$ cat src/rtl/seqdet_pkg.sv
// seqdet_pkg: shared constants and helpers for the
// programmable Moore sequence detector.
package seqdet_pkg;

  localparam int SEQ_PAT_W = 5;
  localparam int SEQ_CNT_W = 8;

  localparam logic [4:0] SEQ_DEF_PAT = 5'b10010;
  localparam int         SEQ_DEF_LEN = 5;

  localparam logic OVL_ON  = 1'b1;
  localparam logic OVL_OFF = 1'b0;

  localparam logic SEQ_DEF_OVL = OVL_ON;

  function automatic int len_w(input int pat_w);
    return $clog2(pat_w + 1);
  endfunction

endpackage

$ cat src/rtl/seqdet_next_state.sv
// seqdet_next_state: combinational prefix-match step.
// Ports: st, ain, pattern, len, ovl in; st_next out.
module seqdet_next_state
  import seqdet_pkg::*;
#(
  parameter int PAT_W = SEQ_PAT_W,
  localparam int LEN_W = len_w(PAT_W)
) (
  input  logic [LEN_W-1:0] st,
  input  logic             ain,
  input  logic [PAT_W-1:0] pattern,
  input  logic [LEN_W-1:0] len,
  input  logic             ovl,
  output logic [LEN_W-1:0] st_next
);

  logic [LEN_W-1:0] s;
  logic [PAT_W-1:0] pa;
  logic [PAT_W:0]   h;
  logic             hit;

  // pa: pattern left-aligned, first bit at MSB.
  // h: matched prefix followed by ain, newest
  // bit at LSB, so the last j bits are h[j-1:0].
  always_comb begin
    s       = st;
    hit     = 1'b0;
    st_next = '0;
    if (st == len && ovl == OVL_OFF)
      s = '0;
    pa = pattern << (PAT_W - int'(len));
    h  = {pa >> (PAT_W - int'(s)), ain};
    for (int j = 1; j <= PAT_W; j++) begin
      hit = (j <= int'(s) + 1) &&
            (j <= int'(len));
      for (int k = 0; k < j; k++)
        if (pa[PAT_W-1-k] != h[j-1-k])
          hit = 1'b0;
      if (hit)
        st_next = LEN_W'(j);
    end
  end

endmodule

$ cat src/rtl/seqdet_prog_moore.sv
// seqdet_prog_moore: run-time programmable serial
// sequence detector, Moore match flag.
// Ports: clk, rst (sync, high), en, ain, cfg_load,
// cfg_pattern, cfg_len, cfg_ovl in; zout,
// match_cnt, cfg_err out.
// Macro SEQDET_MATCH_CNT_EN enables the match
// counter; otherwise match_cnt is tied to 0.
module seqdet_prog_moore
  import seqdet_pkg::*;
#(
  parameter int PAT_W = SEQ_PAT_W,
  parameter int CNT_W = SEQ_CNT_W,
  parameter logic [PAT_W-1:0] DEF_PAT =
    PAT_W'(SEQ_DEF_PAT),
  parameter int DEF_LEN = SEQ_DEF_LEN,
  parameter logic DEF_OVL = SEQ_DEF_OVL,
  localparam int LEN_W = len_w(PAT_W)
) (
  input  logic             clk,
  input  logic             rst,
  input  logic             en,
  input  logic             ain,
  input  logic             cfg_load,
  input  logic [PAT_W-1:0] cfg_pattern,
  input  logic [LEN_W-1:0] cfg_len,
  input  logic             cfg_ovl,
  output logic             zout,
  output logic [CNT_W-1:0] match_cnt,
  output logic             cfg_err
);

  logic [PAT_W-1:0] pat_q;
  logic [LEN_W-1:0] len_q;
  logic             ovl_q;
  logic [LEN_W-1:0] st;
  logic [LEN_W-1:0] st_next;
  logic             cfg_ok;

  assign cfg_ok = cfg_load &&
                  (cfg_len != '0) &&
                  (int'(cfg_len) <= PAT_W);

  seqdet_next_state #(
    .PAT_W(PAT_W)
  ) u_ns (
    .st     (st),
    .ain    (ain),
    .pattern(pat_q),
    .len    (len_q),
    .ovl    (ovl_q),
    .st_next(st_next)
  );

  always_ff @(posedge clk) begin
    if (rst) begin
      st      <= '0;
      pat_q   <= DEF_PAT;
      len_q   <= LEN_W'(DEF_LEN);
      ovl_q   <= DEF_OVL;
      cfg_err <= 1'b0;
    end else if (cfg_ok) begin
      st      <= '0;
      pat_q   <= cfg_pattern;
      len_q   <= cfg_len;
      ovl_q   <= cfg_ovl;
      cfg_err <= 1'b0;
    end else begin
      if (cfg_load)
        cfg_err <= 1'b1;
      if (en)
        st <= st_next;
    end
  end

  assign zout = (st == len_q);

`ifdef SEQDET_MATCH_CNT_EN
  logic [CNT_W-1:0] cnt_q;

  always_ff @(posedge clk) begin
    if (rst || cfg_ok)
      cnt_q <= '0;
    else if (en && st_next == len_q &&
             cnt_q != '1)
      cnt_q <= cnt_q + CNT_W'(1);
  end

  assign match_cnt = cnt_q;
`else
  assign match_cnt = '0;
`endif

endmodule

$ cat config.mk
export PLATFORM = sky130hd
export DESIGN_NAME = seqdet_prog_moore
export DESIGN_NICKNAME = d
export VERILOG_FILES = /design/src/rtl/seqdet_pkg.sv /design/src/rtl/seqdet_next_state.sv /design/src/rtl/seqdet_prog_moore.sv
export SDC_FILE = /design/constraint.sdc
export NUM_CORES = 1
export LEC_CHECK = 0
export CORE_ASPECT_RATIO = 1.2
export CORE_MARGIN = 8
export CORE_UTILIZATION = 55
export CTS_CLUSTER_DIAMETER = 80
export CTS_CLUSTER_SIZE = 14
export DETAILED_ROUTE_END_ITERATION = 16
export PLACE_DENSITY = 0.81
export SLEW_MARGIN = 20
export SYNTH_ARGS = -nofsm -noshare
export SYNTH_HDL_FRONTEND = slang
export SYNTH_SLANG_ARGS = --single-unit
$ cat constraint.sdc
create_clock -name clk -period 5.2 [get_ports clk]
set_input_delay 1.56 -clock clk [delete_from_list [all_inputs] [get_ports clk]]
set_output_delay 1.56 -clock clk [all_outputs]
set_load 0.02 [all_outputs]
; Yosys cells after proc, flatten, opt, wreduce, memory -nomap -nowiden
; Cells that the tools add are included.
[op_classes]
n_addsub = 3
n_mul = 0
div_mod_pow = 0
magnitude_cmp = 11
n_eq_ne = 16
shift = 2
muxes = 21
bitwise = 1
reduce_logical = 10
[op_table]
columns = cell, n
row1 = $le A3 B32 Y1 const A, 2
row2 = $le A4 B32 Y1 const A, 2
row3 = $le A2 B32 Y1 const A, 1
row4 = $shl A5 B32 Y5, 1
row5 = $shr A5 B32 Y4, 1
row6 = $mux W1, 16
row7 = $ne A1 B1 Y1, 15
row8 = $mux W3, 3
row9 = $logic_and A1 B1 Y1, 8
row10 = $sub A3 B3 Y4 const A, 2
row11 = $le A2 B3 Y1 const A, 2
row12 = $le A3 B3 Y1 const A, 2
row13 = $add A3 B1 Y4 const B, 1
row14 = $mux W2, 2
row15 = $eq A3 B3 Y1, 1
row16 = $le A1 B3 Y1 const A, 1
row17 = $le A3 B3 Y1 const B, 1
row18 = $reduce_bool A3 Y1, 1
row19 = $reduce_or A2 Y1, 1
row20 = $not A1 Y1, 1
[word_totals]
reg_bits = 13
latchBits = 0
ram_bits = 0
mem_bits_ro = 0
mem_count = 0

; Longest topological paths before layout
; Gate-level depths: netlist (run 1).
[logic_depth]
word_depth = 12
ltp_mapped = 13
mapped_depth_nobuf = 12

; Cells and area by module
; Synthesis (run 1) repeated with hierarchy kept, for this count alone.
[unflattened]
hier_cells = 196
hier_area_um2 = 1616.6
[by_module_without_submodules]
columns = module, instances, cells_each, area_per_inst_um2, seq_area_each_um2
row1 = seqdet_next_state, 1, 124, 960.9, 0.0
row2 = seqdet_prog_moore, 1, 72, 655.6, 260.2

; Least setup slack after synthesis (run 1)
; OpenSTA, ideal clock, no wires.
[synth_path]
path_type = register to register
startpoint = register len_q[0]
endpoint = register st[1]
setup_time_ns = 0.116
arrival_time_ns = 3.006
required_time_ns = 5.084
slack_ns = 2.079
path_stages_with_launch = 14
n_path_buf = 1
path_cell_list = dfxtp_1 buf_6 xnor2_1 nand4_2 nand2_1 inv_1 ha_1 nor2b_1 o21ai_0 a2111oi_0 nand3_1 o41ai_1 nor2_1 a31o_1
[synth_between]
elab_chain_len = 12
elab_cells_between_ends = 52
[synth_lines]
columns = element, line_no
row1 = start: declaration, seqdet_prog_moore.sv:33  ; logic [LEN_W-1:0] len_q;
row2 = start signal: assignment, seqdet_prog_moore.sv:58  ; len_q <= LEN_W'(DEF_LEN);
row3 = start signal: assignment, seqdet_prog_moore.sv:64  ; len_q <= cfg_len;
row4 = $eq A3 B3 Y1, seqdet_next_state.sv:29  ; if (st == len && ovl == OVL_OFF)
row5 = $logic_and A1 B1 Y1, seqdet_next_state.sv:29
row6 = $mux W3, seqdet_next_state.sv:29
row7 = $add A3 B1 Y4 or $sub A3 B3 Y4 (tied branches), "seqdet_next_state.sv:34, seqdet_next_state.sv:32"
row8 = "$le A3 B32 Y1, or another cell as far along", seqdet_next_state.sv:34  ; hit = (j <= int'(s) + 1) &&
row9 = $logic_and A1 B1 Y1 or $ne A1 B1 Y1 (tied branches), "seqdet_next_state.sv:34, seqdet_next_state.sv:37"
row10 = $mux W1 (2 in series), seqdet_next_state.sv:37  ; if (pa[PAT_W-1-k] != h[j-1-k])
row11 = $mux W2 or $mux W1 (tied branches) (2 in series), "seqdet_next_state.sv:39, seqdet_next_state.sv:37"
row12 = $mux W3 or $mux W1 (tied branches), "seqdet_next_state.sv:39, seqdet_next_state.sv:37"
row13 = $mux W3 (*), seqdet_next_state.sv:39  ; if (hit)
row14 = end signal: assignment, seqdet_prog_moore.sv:71  ; st <= st_next;
row15 = end: declaration, seqdet_prog_moore.sv:35  ; logic [LEN_W-1:0] st;
; Mark *: on every way between the ends. The rest lies on a longest branch, timed or not.
; A chain may end at the register's enable or synchronous reset.

; Worst setup path in the final report (run 1)
; Ends and elaborated chain as after synthesis.

==> flow_summary.json, run 1 <==
{
  "status": "finished clean",
  "fin_crit_sh_pct": 75.0,
  "cp-start-kind": "flip-flop",
  "remaining_drc_errors": 0,
  "rr_startpoint": "len_q[0]$_SDFFE_PP1P_",
  "cts.clk_slew.worst_paths_ns": 0.09,
  "cp_max_fo": 11,
  "arrival_ns": 4.07,
  "yosysMostFrequentCell": "nor2_1",
  "syn_avg_cell_area_um2": 8.24,
  "async_flop_share_pct": 0,
  "drive_gt1_share_pct": 8.12,
  "maxSlewViolCount": 0,
  "clock_skew_ns": 0.0115,
  "cts_max_level": 1,
  "drtIter0Drc": 88,
  "hold_violations": 0,
  "die_w_um": 64.1,
  "core_mm2": 0.00271,
  "worstHoldStart": "cfg_err$_SDFFE_PP0P_",
  "leakagePower_uw": 0.000648,
  "grt_pass1_wl_um": 6320,
  "end_kind": "flip-flop",
  "yosysTopAreaCellShare_pct": 17.1,
  "grt_usage_pct": 16.3,
  "syn_inst": 185,
  "wire_per_inst_um": 16.0,
  "required_ns": 5.37,
  "synth_flop_cell": "dfxtp_1",
  "r2r_cells": 12,
  "vias": 1414,
  "cts_buffer_depth": 2,
  "ant_nets": 0,
  "synth_top_cells_by_count": "15 x nor2_1, 13 x dfxtp_1, 12 x inv_1, 11 x nand2_1, 10 x xnor2_1",
  "cts-root-buf": "clkbuf_4",
  "n_antenna_cell": 0,
  "boundaryPins": 24,
  "critical_path.endpoint": "st[1]$_SDFFE_PP0P_",
  "rrSetupSlack_ns": 1.30,
  "syn_area_mm2": 0.00152,
  "peakVddDrop_v": 0.000180,
  "cts_tree": "built",
  "synth-edff-count": 0,
  "numCtsBuffers": 3,
  "rr_endpoint": "st[1]$_SDFFE_PP0P_",
  "setup_viol": 0,
  "port_buffers": 15,
  "antenna_found_initial": 0,
  "grt_max_degree": 16,
  "synth_area_leaders": "dfxtp_1 17%, ha_1 6.6%, xnor2_1 5.7%",
  "maxCapViolCount": 0,
  "cts_resized": 0,
  "startpoint": "len_q[0]$_SDFFE_PP1P_",
  "ys_warn_count": 0,
  "critPathKind": "flip-flop to flip-flop",
  "rsz0062_at_grt": "false",
  "max_freq_mhz": 256,
  "ys_ff_latch": 13,
  "holdBufCountCts": 0,
  "min_path_type": "flip-flop to flip-flop",
  "row_count": 21,
  "first_global_vias": 1384,
  "tns_ns": 0,
  "p_per_area_mw_per_mm2": 208,
  "area_delta_synth_final_pct": 9.61,
  "worstSkewPairLatency_ns": 0.28,
  "synth_seq_area_share_pct": 17.1,
  "post_cts_buffers": 0,
  "netlist-cell-type-count": 63,
  "place_congestion": 1.02,
  "synth_top_area_cell": "dfxtp_1",
  "nNetsFinal": 220,
  "first_pass_iters": 4,
  "fill_cells": 254,
  "slew_headroom_pct": 59.9,
  "die_h_um": 73.7,
  "dp_hpwl_um": 2960,
  "routed_via_density": 6.12,
  "cts.sinks": 13,
  "start_util_pct": 56.3,
  "grt_overflow": 0,
  "dieArea_mm2": 0.00472,
  "min_period_ns": 3.90,
  "power_uw": 348,
  "tightest_slew_ns": 0.600,
  "wirelength_um": 3700
}
-- worst min-delay path by stage --
stage / cells after the start / slack (ns) / to
finish: 1 / 0.47 / cfg_err$_SDFFE_PP0P_
global route: 1 / 0.50 / cfg_err$_SDFFE_PP0P_
CTS: 1 / 0.48 / cfg_err$_SDFFE_PP0P_
detailed placement: 1 / 0.46 / cfg_err$_SDFFE_PP0P_
global placement: 1 / 0.45 / cfg_err$_SDFFE_PP0P_
floorplan: 2 / 0.47 / pat_q[3]$_SDFFE_PP0P_
-- power by group --
part	switching [µW]	total [µW]	internal [µW]	leakage [µW]
clock network	34.4	62.9	28.5	0.0000177
logic	95.2	166	70.5	0.000523
registers	12.7	119	106	0.000107
-- cell usage in the layout (no fill, tap or decap), types with 2 or more instances in the layout --
| cell | synthesis | final |
|---|---|---|
| or3b_1 | 2 | 2 |
| a211oi_1 | 2 | 2 |
| nor2b_1 | 3 | 3 |
| a41oi_1 | 2 | 2 |
| nand2b_1 | 4 | 4 |
| nor3_1 | 4 | 4 |
| conb_1 | 1 | 8 |
| nor2_1 | 15 | 15 |
| o211ai_1 | 6 | 6 |
| nand2_1 | 11 | 11 |
| clkbuf_4 | 0 | 3 |
| xnor2_1 | 10 | 10 |
| or3_1 | 2 | 2 |
| a211o_1 | 3 | 3 |
| o21ai_0 | 9 | 9 |
| xor2_1 | 5 | 5 |
| a21boi_0 | 2 | 2 |
| a21oi_1 | 8 | 8 |
| mux2i_1 | 7 | 7 |
| dfxtp_1 | 13 | 13 |
| inv_1 | 12 | 12 |
| clkdlybuf4s50_1 | 0 | 15 |
| ha_1 | 8 | 8 |
| nand3_1 | 2 | 2 |
| o21ai_1 | 2 | 2 |
| nor4_1 | 2 | 2 |
| nand3b_1 | 2 | 2 |
-- worst max-delay path: stages, from the launching register on --
cell and delay [ns]:
dfxtp_1 0.63, xnor2_1 0.28, nand4_2 0.35, nand2_1 0.20, inv_1 0.11, ha_1 0.35
nor2b_1 0.22, o21ai_0 0.12, a2111oi_0 0.56, nand3_1 0.14, o41ai_1 0.51, nor2_1 0.10
a31o_1 0.21
-- cell families after synthesis --
| logic type | count (synthesis) | share of synthesized area [%] |
|---|---|---|
| AO/OA/AOI/OAI | 59 | 32.3 |
| AND/OR/NAND/NOR | 55 | 20.0 |
| buffers and inverters | 26 | 9.52 |
| XOR/XNOR | 16 | 9.69 |
| flip-flops | 13 | 17.1 |
| adder cells (fa/ha/maj) | 8 | 6.57 |
| multiplexers | 7 | 4.60 |
| other | 1 | 0.246 |
-- sequential cells by signal, summed over array words and instances, names as in the netlist --
register / flops
ovl_q: 1
pat_q: 5
cfg_err: 1
st: 3
len_q: 3
-- through the flow --
stage | hold WS, ns | std cells | setup WS (ns) | cell area, µm² | utilization [%]
finish | 0.474 | 231 | 1.30 | 1670 | 61.7
global route | 0.499 | 231 | 1.18 | 1670 | 61.7
CTS | 0.479 | 231 | 1.45 | 1670 | 61.7
detailed placement | 0.461 | 227 | 1.38 | 1640 | 60.7
global placement | 0.448 | 227 | 1.50 | 1640 | 60.7
floorplan | 0.473 | 192 | 2.08 | 1550 | -
-- routing by layer --
layer  track usage, %  up-vias  part of all wire, %
li1                 -      698                    -
met2             30.6       43                   52
met1             18.9      667                   41
met5                0        -                    0
met4             4.71        0                  1.2
met3             1.22        6                  5.5
-- area by class of cell --
cell class / count / area, µm² / share of cell area, %
Multi-Input combinational cell: 153 / 1140 / 68.5
Inverter: 12 / 45.0 / 2.70
Clock buffer: 3 / 22.5 / 1.35
Timing Repair Buffer: 15 / 150 / 8.99
Tap cell: 34 / 42.5 / 2.55
Sequential cell: 13 / 260 / 15.6
Clock inverter: 1 / 5.00 / 0.300
No activity file was read; power rests on OpenSTA's default activity.
==> run 2: changes to the inputs <==
--- a/config.mk
+++ b/config.mk
@@ -7,11 +7,11 @@
 export LEC_CHECK = 0
 export CORE_ASPECT_RATIO = 1.2
 export CORE_MARGIN = 8
-export CORE_UTILIZATION = 55
+export CORE_UTILIZATION = 54
 export CTS_CLUSTER_DIAMETER = 80
 export CTS_CLUSTER_SIZE = 14
 export DETAILED_ROUTE_END_ITERATION = 16
-export PLACE_DENSITY = 0.81
+export PLACE_DENSITY = 0.8
 export SLEW_MARGIN = 20
 export SYNTH_ARGS = -nofsm -noshare
 export SYNTH_HDL_FRONTEND = slang
==> constraint.sdc (replaced) <==
create_clock -name clk -period 3.7 [get_ports clk]
set_input_delay 1.11 -clock clk [delete_from_list [all_inputs] [get_ports clk]]
set_output_delay 1.11 -clock clk [all_outputs]
set_load 0.02 [all_outputs]
==> flow_summary.json, run 2 (synthesized netlist as in run 1, its figures left out) <==
{
  "critPathKind": "flip-flop to flip-flop",
  "p_int_uw": 294,
  "routed_via_density": 6.18,
  "clkPwrFrac_pct": 18.4,
  "drtIter0Drc": 82,
  "power_uw": 496,
  "area_delta_synth_final_pct": 12.5,
  "required_ns": 3.88,
  "seq_power_share_pct": 32.0,
  "min_path_type": "flip-flop to flip-flop",
  "remaining_drc_errors": 0,
  "leakagePower_uw": 0.000673,
  "max_stage_delay_ns": 0.49,
  "grt_pass1_wl_um": 6680,
  "grt_usage_pct": 17.4,
  "row_count": 21,
  "ant_nets": 0,
  "path_cells": "xnor2_1 -> nand4_2 -> nand2_1 -> inv_1 -> ha_1 -> nor2b_1 -> o21ai_0 -> a2111oi_0 -> nand3_1 -> o41ai_2 -> nor2_1 -> a31o_1",
  "first_pass_iters": 4,
  "critical_path.endpoint": "st[1]$_SDFFE_PP0P_",
  "core_mm2": 0.00273,
  "end_kind": "flip-flop",
  "fin_crit_sh_pct": 92.7,
  "largest_reg_flops": 5,
  "swShare_pct": 40.6,
  "status": "finished clean",
  "start_util_pct": 55.8,
  "grt_max_degree": 14,
  "cts-root-buf": "clkbuf_4",
  "hold_ws_ns": 0.470,
  "clock_skew_ns": 0.000765,
  "grt_overflow": 0,
  "rrSetupSlack_ns": 0.27,
  "worstSkewPairLatency_ns": 0.28,
  "cts_tree": "built",
  "max_freq_mhz": 292,
  "cp-start-kind": "flip-flop",
  "rr_startpoint": "len_q[2]$_SDFFE_PP1P_",
  "drive_gt1_share_pct": 10.4,
  "die_w_um": 64.5,
  "boundaryPins": 24,
  "layout_common_cells": "15 x nor2_1, 15 x clkdlybuf4s50_1, 13 x dfxtp_1, 12 x inv_1, 11 x nand2_1",
  "r2r_cells": 12,
  "port_buffers": 15,
  "tightest_slew_ns": 0.515,
  "min_period_ns": 3.43,
  "slew_headroom_pct": 65.7,
  "cts.sinks": 13,
  "p_per_area_mw_per_mm2": 289,
  "cts_max_level": 1,
  "nNetsFinal": 225,
  "startpoint": "len_q[2]$_SDFFE_PP1P_",
  "maxCapViolCount": 0,
  "largest-register": "pat_q",
  "place_congestion": 0.973,
  "post_cts_buffers": 0,
  "reg_top3": "pat_q (5), len_q (3), st (3)",
  "hold_violations": 0,
  "wire_per_inst_um": 16.6,
  "wirelength_um": 3920,
  "dp_hpwl_um": 3170,
  "cts.clk_slew.worst_paths_ns": 0.08,
  "rr_endpoint": "st[1]$_SDFFE_PP0P_",
  "peakVddDrop_v": 0.000244,
  "power_frac_comb_pct": 49.6,
  "die_h_um": 74.2,
  "numCtsBuffers": 3,
  "arrival_ns": 3.61,
  "maxSlewViolCount": 0,
  "cts_buffer_depth": 2,
  "setup_viol": 0,
  "n_antenna_cell": 0,
  "p_sw_uw": 201,
  "cp_max_fo": 8,
  "vias": 1458,
  "first_global_vias": 1477,
  "antenna_found_initial": 0,
  "cp_slowest_cell": "a2111oi_0",
  "dieArea_mm2": 0.00479
}
==> run 2: cell count changes in the layout (fill, tap and decap cells not counted) <==
cell and delta:
buf_4 +5, clkbuf_1 +1, clkinv_2 -1, o41ai_1 -1, o41ai_2 +1
==> run 2: repair_timing <==
action                                  4_1_cts  5_1_grt
hold buffers                                  0        0
gates resized for setup                       0        1
endpoints found under the setup margin        0        2
==> run 2: through the flow <==
stage | setup TNS (ns) | area [µm²] | utilization, % | setup WS (ns) | cells
detailed placement | 0 | 1680 | 61.5 | 0.334 | 232
CTS | 0 | 1710 | 62.5 | 0.362 | 236
floorplan | 0 | 1550 | - | 0.579 | 192
finish | 0 | 1710 | 62.7 | 0.270 | 236
global route | -0.000736 | 1710 | 62.7 | -0.000736 | 236
global placement | 0 | 1680 | 61.5 | 0.446 | 232
==> run 2: worst min path at each step <==
| stage | slack (ns) | endpoint | startpoint | depth (start not counted) |
|---|---|---|---|---|
| 2_1_floorplan | 0.47 | pat_q[3]$_SDFFE_PP0P_ | pat_q[3]$_SDFFE_PP0P_ | 2 |
| 3_3_place_gp | 0.45 | cfg_err$_SDFFE_PP0P_ | cfg_err$_SDFFE_PP0P_ | 1 |
| 3_5_place_dp | 0.46 | cfg_err$_SDFFE_PP0P_ | cfg_err$_SDFFE_PP0P_ | 1 |
| 4_1_cts | 0.48 | cfg_err$_SDFFE_PP0P_ | cfg_err$_SDFFE_PP0P_ | 1 |
| 5_1_grt | 0.49 | cfg_err$_SDFFE_PP0P_ | cfg_err$_SDFFE_PP0P_ | 1 |
| 6_report | 0.47 | cfg_err$_SDFFE_PP0P_ | cfg_err$_SDFFE_PP0P_ | 1 |
==> run 2: power groups by stage <==
| stage | sequential [µW] | clock, µW | combinational [µW] |
|---|---|---|---|
| 4_1_cts | 159 | 94.1 | 241 |
| 2_1_floorplan | 160 | 0 | 189 |
| 3_3_place_gp | 161 | 0 | 234 |
| 5_1_grt | 160 | 100 | 272 |
| 6_report | 159 | 91.1 | 246 |
| 3_5_place_dp | 162 | 0 | 241 |
==> run 2: routing by layer <==
| layer | track usage, % | part of all wire (%) | vias to the layer above |
|---|---|---|---|
| li1 | - | - | 713 |
| met3 | 2.26 | 4.8 | 14 |
| met4 | 10.9 | 3.8 | 0 |
| met2 | 30.8 | 51 | 51 |
| met1 | 19.4 | 40 | 680 |
| met5 | 0 | 0 | - |
==> run 2: critical path: cells and delay by family, from the launching register on <==
kind	cells	cell delay [ns]
DFF	1	0.41
and+or+nand+nor	5	0.81
adders and majority gates	1	0.35
xor gates and xnor gates	1	0.37
buffers and inverters	1	0.11
AOI/OAI and AO/OA	4	1.28
==> run 2: area by class of cell <==
class,count,area [µm²]
timing repair buffer,20,188
inverter,12,45.0
multi-input combinational,153,1150
clock buffer,4,26.3
sequential,13,260
tap,34,42.5
fill,241,1020
